===== config.mk =====
export PLATFORM = sky130hd
export DESIGN_NAME = lb_arbiter
export DESIGN_NICKNAME = d
export VERILOG_FILES = /design/src/rtl/lb_arbiter.sv
export SDC_FILE = /design/constraint.sdc
export NUM_CORES = 1
export LEC_CHECK = 0
export BUFFER_PORTS_ARGS = -buffer_cell sky130_fd_sc_hd__buf_2
export CELL_PAD_IN_SITES_DETAIL_PLACEMENT = 1
export CELL_PAD_IN_SITES_GLOBAL_PLACEMENT = 2
export CORE_ASPECT_RATIO = 0.7
export CORE_UTILIZATION = 22
export CTS_CLUSTER_DIAMETER = 100
export DETAILED_ROUTE_END_ITERATION = 10
export GPL_TIMING_DRIVEN = 0
export HOLD_SLACK_MARGIN = 0.12
export PLACE_DENSITY = 0.8
export SYNTH_ARGS = -nofsm -noshare
export SYNTH_HDL_FRONTEND = slang
export SYNTH_SLANG_ARGS = --single-unit

===== constraint.sdc =====
create_clock -name clk -period 2.2 [get_ports clk]
set_input_delay 0.11 -clock clk [delete_from_list [all_inputs] [get_ports clk]]
set_output_delay 0.11 -clock clk [all_outputs]
set_load 0.02 [all_outputs]

===== src/rtl/lb_arbiter.sv =====
// Two-master round-robin arbiter for the register-map local bus. One access
// is in flight at a time; a watchdog aborts accesses the slave never finishes.
module lb_arbiter #(
  parameter int              ADDR_W   = 8,
  parameter int              DATA_W   = 16,
  parameter int              STRB_W   = DATA_W/8,
  parameter int              TIMEOUT  = 255,
  parameter logic [DATA_W-1:0] ERR_DATA = 16'hdead
) (
  input  logic              clk,
  input  logic              rst,
  input  logic [ADDR_W-1:0] m0_waddr,
  input  logic [DATA_W-1:0] m0_wdata,
  input  logic [STRB_W-1:0] m0_wstrb,
  input  logic              m0_wen,
  output logic              m0_wready,
  input  logic [ADDR_W-1:0] m0_raddr,
  input  logic              m0_ren,
  output logic [DATA_W-1:0] m0_rdata,
  output logic              m0_rvalid,
  input  logic [ADDR_W-1:0] m1_waddr,
  input  logic [DATA_W-1:0] m1_wdata,
  input  logic [STRB_W-1:0] m1_wstrb,
  input  logic              m1_wen,
  output logic              m1_wready,
  input  logic [ADDR_W-1:0] m1_raddr,
  input  logic              m1_ren,
  output logic [DATA_W-1:0] m1_rdata,
  output logic              m1_rvalid,
  output logic [ADDR_W-1:0] lb_waddr,
  output logic [DATA_W-1:0] lb_wdata,
  output logic [STRB_W-1:0] lb_wstrb,
  output logic              lb_wen,
  input  logic              lb_wready,
  output logic [ADDR_W-1:0] lb_raddr,
  output logic              lb_ren,
  input  logic [DATA_W-1:0] lb_rdata,
  input  logic              lb_rvalid,
  output logic [1:0]        grant,
  output logic              timeout_err
);

  localparam logic [1:0] S_IDLE  = 2'd0;
  localparam logic [1:0] S_WRITE = 2'd1;
  localparam logic [1:0] S_READ  = 2'd2;
  localparam int         CNT_W   = $clog2(TIMEOUT + 1);

  logic [1:0]        r_state;
  logic              r_owner;   // 0 = m0, 1 = m1
  logic              r_rr;      // 0 = m0 favoured on contention
  logic [CNT_W-1:0]  r_cnt;
  logic [ADDR_W-1:0] r_addr;
  logic [DATA_W-1:0] r_wdata;
  logic [STRB_W-1:0] r_wstrb;

  logic              w_pend0, w_pend1, w_sel, w_sel_wen;
  logic              w_wr, w_rd, w_expired, w_end_wr, w_end_rd;
  logic [DATA_W-1:0] w_rd_data;

  assign w_pend0   = m0_wen | m0_ren;
  assign w_pend1   = m1_wen | m1_ren;
  assign w_sel     = (w_pend0 && w_pend1) ? r_rr : w_pend1;
  assign w_sel_wen = w_sel ? m1_wen : m0_wen;

  assign w_wr      = (r_state == S_WRITE);
  assign w_rd      = (r_state == S_READ);
  assign w_expired = (r_cnt == CNT_W'(TIMEOUT - 1));
  // Completion and expiry in the same cycle both end the access; the error
  // flag and the read data below only reflect expiry when completion is absent.
  assign w_end_wr  = w_wr && (lb_wready || w_expired);
  assign w_end_rd  = w_rd && (lb_rvalid || w_expired);

  always_ff @(posedge clk) begin
    if (rst) begin
      r_state <= S_IDLE;
      r_owner <= 1'b0;
      r_rr    <= 1'b0;
      r_cnt   <= '0;
      r_addr  <= '0;
      r_wdata <= '0;
      r_wstrb <= '0;
    end else begin
      case (r_state)
        S_IDLE: begin
          if (w_pend0 || w_pend1) begin
            r_owner <= w_sel;
            r_rr    <= ~w_sel;
            r_cnt   <= '0;
            if (w_sel_wen) begin
              r_state <= S_WRITE;
              r_addr  <= w_sel ? m1_waddr : m0_waddr;
              r_wdata <= w_sel ? m1_wdata : m0_wdata;
              r_wstrb <= w_sel ? m1_wstrb : m0_wstrb;
            end else begin
              r_state <= S_READ;
              r_addr  <= w_sel ? m1_raddr : m0_raddr;
            end
          end
        end
        S_WRITE, S_READ: begin
          if (w_end_wr || w_end_rd) r_state <= S_IDLE;
          else                      r_cnt   <= r_cnt + 1'b1;
        end
        default: r_state <= S_IDLE;
      endcase
    end
  end

  assign lb_wen   = w_wr;
  assign lb_ren   = w_rd;
  assign lb_waddr = w_wr ? r_addr  : '0;
  assign lb_wdata = w_wr ? r_wdata : '0;
  assign lb_wstrb = w_wr ? r_wstrb : '0;
  assign lb_raddr = w_rd ? r_addr  : '0;

  assign grant = {(w_wr | w_rd) & r_owner, (w_wr | w_rd) & ~r_owner};

  assign w_rd_data = lb_rvalid ? lb_rdata : ERR_DATA;

  assign m0_wready = w_end_wr & ~r_owner;
  assign m1_wready = w_end_wr &  r_owner;
  assign m0_rvalid = w_end_rd & ~r_owner;
  assign m1_rvalid = w_end_rd &  r_owner;
  assign m0_rdata  = m0_rvalid ? w_rd_data : '0;
  assign m1_rdata  = m1_rvalid ? w_rd_data : '0;

  assign timeout_err = w_expired && ((w_wr && !lb_wready) || (w_rd && !lb_rvalid));

endmodule


==> qor.csv, run 1 <==
metric,value,unit
via_per_inst,4.47,
coreArea,11700,sq um
hold_buffers,0,
multiInputGateArea,1710,sq um
vdd_drop_max,0.340,mV
setup_slack,122,ps
root_buffer,clkbuf_16,
synth.yosys.seq_area_share,0.288,
criticalPathCategory,reg2reg,
dieArea,12500,sq um
antenna_found_initial,0,
crit_chain,inv_1 > ha_1 > inv_1 > a21oi_1 > o21ai_4 > nor4_2 > mux2_1,
diodes,0,
crit_required,2370,ps
cp_max_fo,8,
yosysUniqueCellTypes,38,
final_nets,603,
avgSynthCellArea,7.91,sq um
cp-end-kind,flop,
hold_ws,174,ps
cap_violations,0,
grt_pass1_wl,15000,um
ff_latch_area,761,sq um
most-common-layout-cells,"170 x buf_2, 79 x nor2_1, 38 x dfxtp_1",
layout_commonest_cell,buf_2,
status,"finished, final reports clean",
critPathLaunchType,flop,
placedCellCount,655,
critPathArrivalTime,2250,ps
cts_buffer_depth,2,
wirelength,9630,um
drive_above_1_share,0.412,
syn_area,2640,sq um
yosysTopAreaCell,dfxtp_1,
finalHoldViolCount,0,
synth-seq-cells,38,
place_ws,-1.04,ps
num_io_pins,167,
area_delta_synth_final,45.2,%
start_util,0.226,
first_pass_iters,4,
finalPower,3.87,mW
crit_top_cell,inv_1,
fin_cells,664,
grt_overflow,0,
clock_sinks,38,
drt-initial-drc-count,104,
numPortBuffers,164,
gp_congestion,0.728,
dpl_cell_area,3660,sq um
period_share,0.945,
dpl.hpwl,7790,um
cts_htree_levels,2,
grt_max_degree,13,
maxSlewHeadroom,0.516,
finalSetupViolCount,0,
worstMarginPinSlew,725,ps
grt_usage,0.152,
grt_pass1_vias,2885,
p_leak,2.03,nW
syn_inst,334,
clk_pin_slew,60,ps
fin_area,3840,sq um
clk_latency,280,ps
antenna_left,0,
fin_tns_setup,0,ps
rows,33,
fin_skew,5.73,ps
utilization,0.328,
wl_per_cell,14.5,um
crit_slowest_cell,dfxtp_1,
die_w,133,um
rsz0062_at_grt,no,
die_h,93.7,um
ys_warn_count,0,
drc,0,
synth_area_leaders,"dfxtp_1 29%, mux2i_1 13%, nor2_1 11%",
p_per_area,1010,nW/um^2
cts_buffers,5,
fmax,481,MHz
tritoncts,built,
cp_slowest_stage_delay,390,ps
min_path_type,in2reg,
yosys.area.top_type_share,0.288,
fillers,1479,
post-route-min-period,2080,ps
syn_nets,431,
drv_slew,0,
num_vias,2967,
critical path: cells and delay by family (launching register included):
family | cells | cell delay (ps)
AOI/OAI and AO/OA | 2 | 420
adders and majority gates | 1 | 300
muxes | 1 | 350
and+or+nand+nor | 1 | 330
DFF | 1 | 390
buffers and inverters | 2 | 170
per-layer routing:
metal,vias to the layer above,GRT usage,wire length (um)
li1,1497,-,-
met1,1388,0.205,4620
met2,79,0.252,4410
met3,3,0.0372,567
met4,0,0.0192,28
met5,-,0,0
final cells by class:
cell class,count,area share
Multi-Input combinational cell,261,0.446
Timing Repair Buffer,166,0.218
Sequential cell,38,0.198
Tap cell,157,0.0512
Clock buffer,6,0.0362
Buffer,22,0.0356
Inverter,12,0.0117
Clock inverter,2,0.00326
report_power, final:
group | internal (mW) | leakage (nW) | total, mW | switching (mW)
sequential | 0.907 | 0.313 | 1.04 | 0.135
clock | 0.449 | 0.0729 | 0.736 | 0.288
combinational | 0.829 | 1.65 | 2.09 | 1.26
final timing paths:
kind | start | to | slack, ps | cells past startpoint
worst max-delay path | r_state[1] | r_cnt[6] | 120 | 7
worst min-delay path | m1_wdata[2] | r_wdata[2] | 170 | 3
worst max register to register | r_state[1] | r_cnt[6] | 120 | 7
worst min register to register | r_wdata[15] | r_wdata[15] | 490 | 2
flip-flops by register name, summed over array words and instances (netlist names):
name and cells:
r_wdata 16, r_addr 8, r_cnt 8, r_state 2, r_wstrb 2, r_owner 1, r_rr 1
synthesized netlist by cell type:
cell type and instances:
a21o_1 1, a21boi_0 1, and4_4 1, a31oi_4 1
o21ai_4 1, o211ai_1 3, nor3b_1 8, a21oi_1 5
ha_1 5, nand3_1 8, a22oi_1 1, a22o_1 3
dfxtp_1 38, nor2_1 79, nand4_1 1, nand2b_1 3
nor4_2 2, o21a_1 1, mux2_1 4, mux2i_1 34
clkbuf_1 9, buf_2 6, o221a_2 9, and3_4 1
o21ai_0 3, nor3_1 6, a211oi_1 18, buf_6 3
and2_1 35, buf_4 5, nor4_1 3, o22ai_1 1
nor2b_1 2, nand2_1 18, inv_1 12, a21oi_4 1
a31oi_2 1, o221ai_1 1
logic make-up after synthesis:
| family | count (synthesis) | share of synthesized area |
|---|---|---|
| buf+inv | 35 | 0.0682 |
| simple gates | 167 | 0.309 |
| mux | 38 | 0.146 |
| fa+ha+maj | 5 | 0.0237 |
| flops | 38 | 0.288 |
| compound gates | 51 | 0.165 |
repair_timing:
action,CTS,global route
setup endpoints to repair,37,28
gates resized for setup,2,5
setup buffers,2,0
pin swaps,2,1
No activity file was read; power rests on OpenSTA's default activity.
==> inputs of run 2 (changes only) <==
==> config.mk (replaced) <==
export PLATFORM = sky130hd
export DESIGN_NAME = lb_arbiter
export DESIGN_NICKNAME = d
export VERILOG_FILES = /design/src/rtl/lb_arbiter.sv
export SDC_FILE = /design/constraint.sdc
export NUM_CORES = 1
export LEC_CHECK = 0
export CELL_PAD_IN_SITES_DETAIL_PLACEMENT = 1
export CELL_PAD_IN_SITES_GLOBAL_PLACEMENT = 2
export CORE_ASPECT_RATIO = 0.7
export CORE_UTILIZATION = 30
export CTS_CLUSTER_DIAMETER = 100
export DETAILED_ROUTE_END_ITERATION = 10
export DONT_BUFFER_PORTS = 1
export GPL_TIMING_DRIVEN = 0
export HOLD_SLACK_MARGIN = 0.12
export PLACE_DENSITY = 0.73
export SYNTH_ARGS = -nofsm -noshare
export SYNTH_HDL_FRONTEND = slang
export SYNTH_SLANG_ARGS = --single-unit
==> run 2 against run 1 <==
Register-to-register slack improved by 60 ps. Count of clock-buffer cells in the layout did not move. Clock power rose by 33%. Critical endpoint is now m0_rdata[5]. Core utilization increased by 7.2 points. Flip-flop and latch count unchanged. Clock skew hardly changed. Via count down 15%. Total power up 5.5%. Critical path depth shrank 1.
==> qor.csv, run 2 (synthesis results as in run 1) <==
metric,value,unit
status,"finished, final reports clean",
drive_above_1_share,0.158,
clk_pin_slew,60,ps
finalSetupViolCount,0,
r2r-end,r_cnt[7],
grt_usage,0.195,
grt_pass1_wl,13700,um
crit_slowest_cell,dfxtp_1,
die_h,80.5,um
wirelength,9330,um
cts_htree_levels,2,
antenna_left,0,
drv_slew,0,
utilization,0.401,
finalPower,4.08,mW
antenna_found_initial,0,
fin_skew,6.15,ps
final_nets,475,
crit_start,r_state[0],
crit_end,m0_rdata[5],
criticalPathCategory,reg2out,
num_io_pins,167,
critPathArrivalTime,2010,ps
hold_ws,131,ps
worstReg2RegStart,r_cnt[0],
cts_buffers,5,
start_util,0.310,
setup_slack,82.0,ps
rows,28,
most-common-layout-cells,"68 x nor2_1, 38 x dfxtp_1, 35 x and2_1, 35 x dlygate4sd3_1, 34 x mux2i_1",
fin_area,3410,sq um
dpl_cell_area,2790,sq um
r2r_slack,180,ps
drc,0,
num_vias,2533,
dpl.hpwl,6580,um
gp_congestion,0.740,
via_per_inst,5.08,
clock_sinks,38,
maxSlewHeadroom,0.424,
p_per_area,1200,nW/um^2
area_delta_synth_final,29.1,%
root_buffer,clkbuf_16,
critical_path_depth,6,
layout_commonest_cell,nor2_1,
crit_buf_inv,3,
top_register,r_wdata,
p_leak,1.44,nW
first_pass_iters,4,
diodes,0,
die_w,114,um
crit_chain,inv_1 > ha_2 > clkbuf_4 > o211ai_1 > buf_4 > nor2_1,
fmax,472,MHz
critPathLaunchType,flop,
numPortBuffers,0,
grt_pass1_vias,2579,
clk_latency,280,ps
period_share,0.963,
worstMarginPinSlew,864,ps
cp-end-kind,output port,
coreArea,8510,sq um
grt_max_degree,13,
post-route-min-period,2120,ps
ff2ff_path_depth,7,
finalHoldViolCount,0,
min_from,m0_wdata[10],
largest_reg_flops,16,
dieArea,9190,sq um
wl_per_cell,18.7,um
drt-initial-drc-count,88,
crit_required,2090,ps
cts_buffer_depth,2,
vdd_drop_max,0.449,mV
grt_overflow,0,
cp_max_fo,10,
crit_family,buffers and inverters,
reg.largest.list,"r_wdata (16), r_addr (8), r_cnt (8)",
place_ws,-251,ps
cp_slowest_stage_delay,330,ps
tritoncts,built,
rsz0062_at_grt,yes,
cap_violations,0,
min_path_type,in2reg,
run 2: cell types whose count changed in the layout (fill, tap and decap cells not counted), sizes merged:
| cell | previous run | this run |
|---|---|---|
| clkbuf | 13 | 16 |
| buf | 181 | 15 |
| clkinv | 1 | 0 |
| clkinvlp | 1 | 0 |
| dlygate4sd3 | 0 | 35 |
| bufinv | 0 | 2 |
run 2: cell type report:
class | instances | area (sq um)
fill | 1047 | 5100
multi-input combinational | 261 | 1750
sequential | 38 | 761
timing repair buffer | 37 | 365
tap | 120 | 150
buffer | 23 | 144
clock buffer | 6 | 139
clock inverter | 2 | 60.1
inverter | 12 | 45.0
run 2: report_power, final:
part	total [mW]	internal, mW	switching (mW)
registers	1.05	0.907	0.144
logic	2.05	0.783	1.27
clock network	0.982	0.681	0.300
total	4.08	2.37	1.71
run 2: metrics by stage:
step | TNS (ps) | cells
floorplan | 0 | 334
global placement | -1260 | 454
detailed placement | -2490 | 454
CTS | 0 | 499
global route | -7.08 | 499
finish | 0 | 499
run 2: worst min-delay path by stage:
stage	endpoint	cells past startpoint
floorplan	r_wdata[0]	2
global placement	r_wdata[7]	2
detailed placement	r_wdata[3]	2
CTS	r_wdata[10]	2
global route	r_wdata[10]	2
finish	r_wdata[10]	2
run 2: what timing repair did:
action | 4_1_cts | 5_1_grt
setup buffers | 2 | 0
gates resized for setup | 15 | 8
endpoints found under the setup margin | 40 | 20
hold buffers | 35 | 0
pin swaps | 2 | 0
endpoints found under the hold margin | 18 | 0
run 2: routing by layer:
layer / share of wire / up-vias / wire length (um) / track usage
met3: 0.062 / 2 / 579 / 0.0543
li1: - / 1242 / - / -
met1: 0.45 / 1198 / 4240 / 0.246
met4: 0.0040 / 0 / 37 / 0.0234
met2: 0.48 / 91 / 4470 / 0.340
met5: 0 / - / 0 / 0
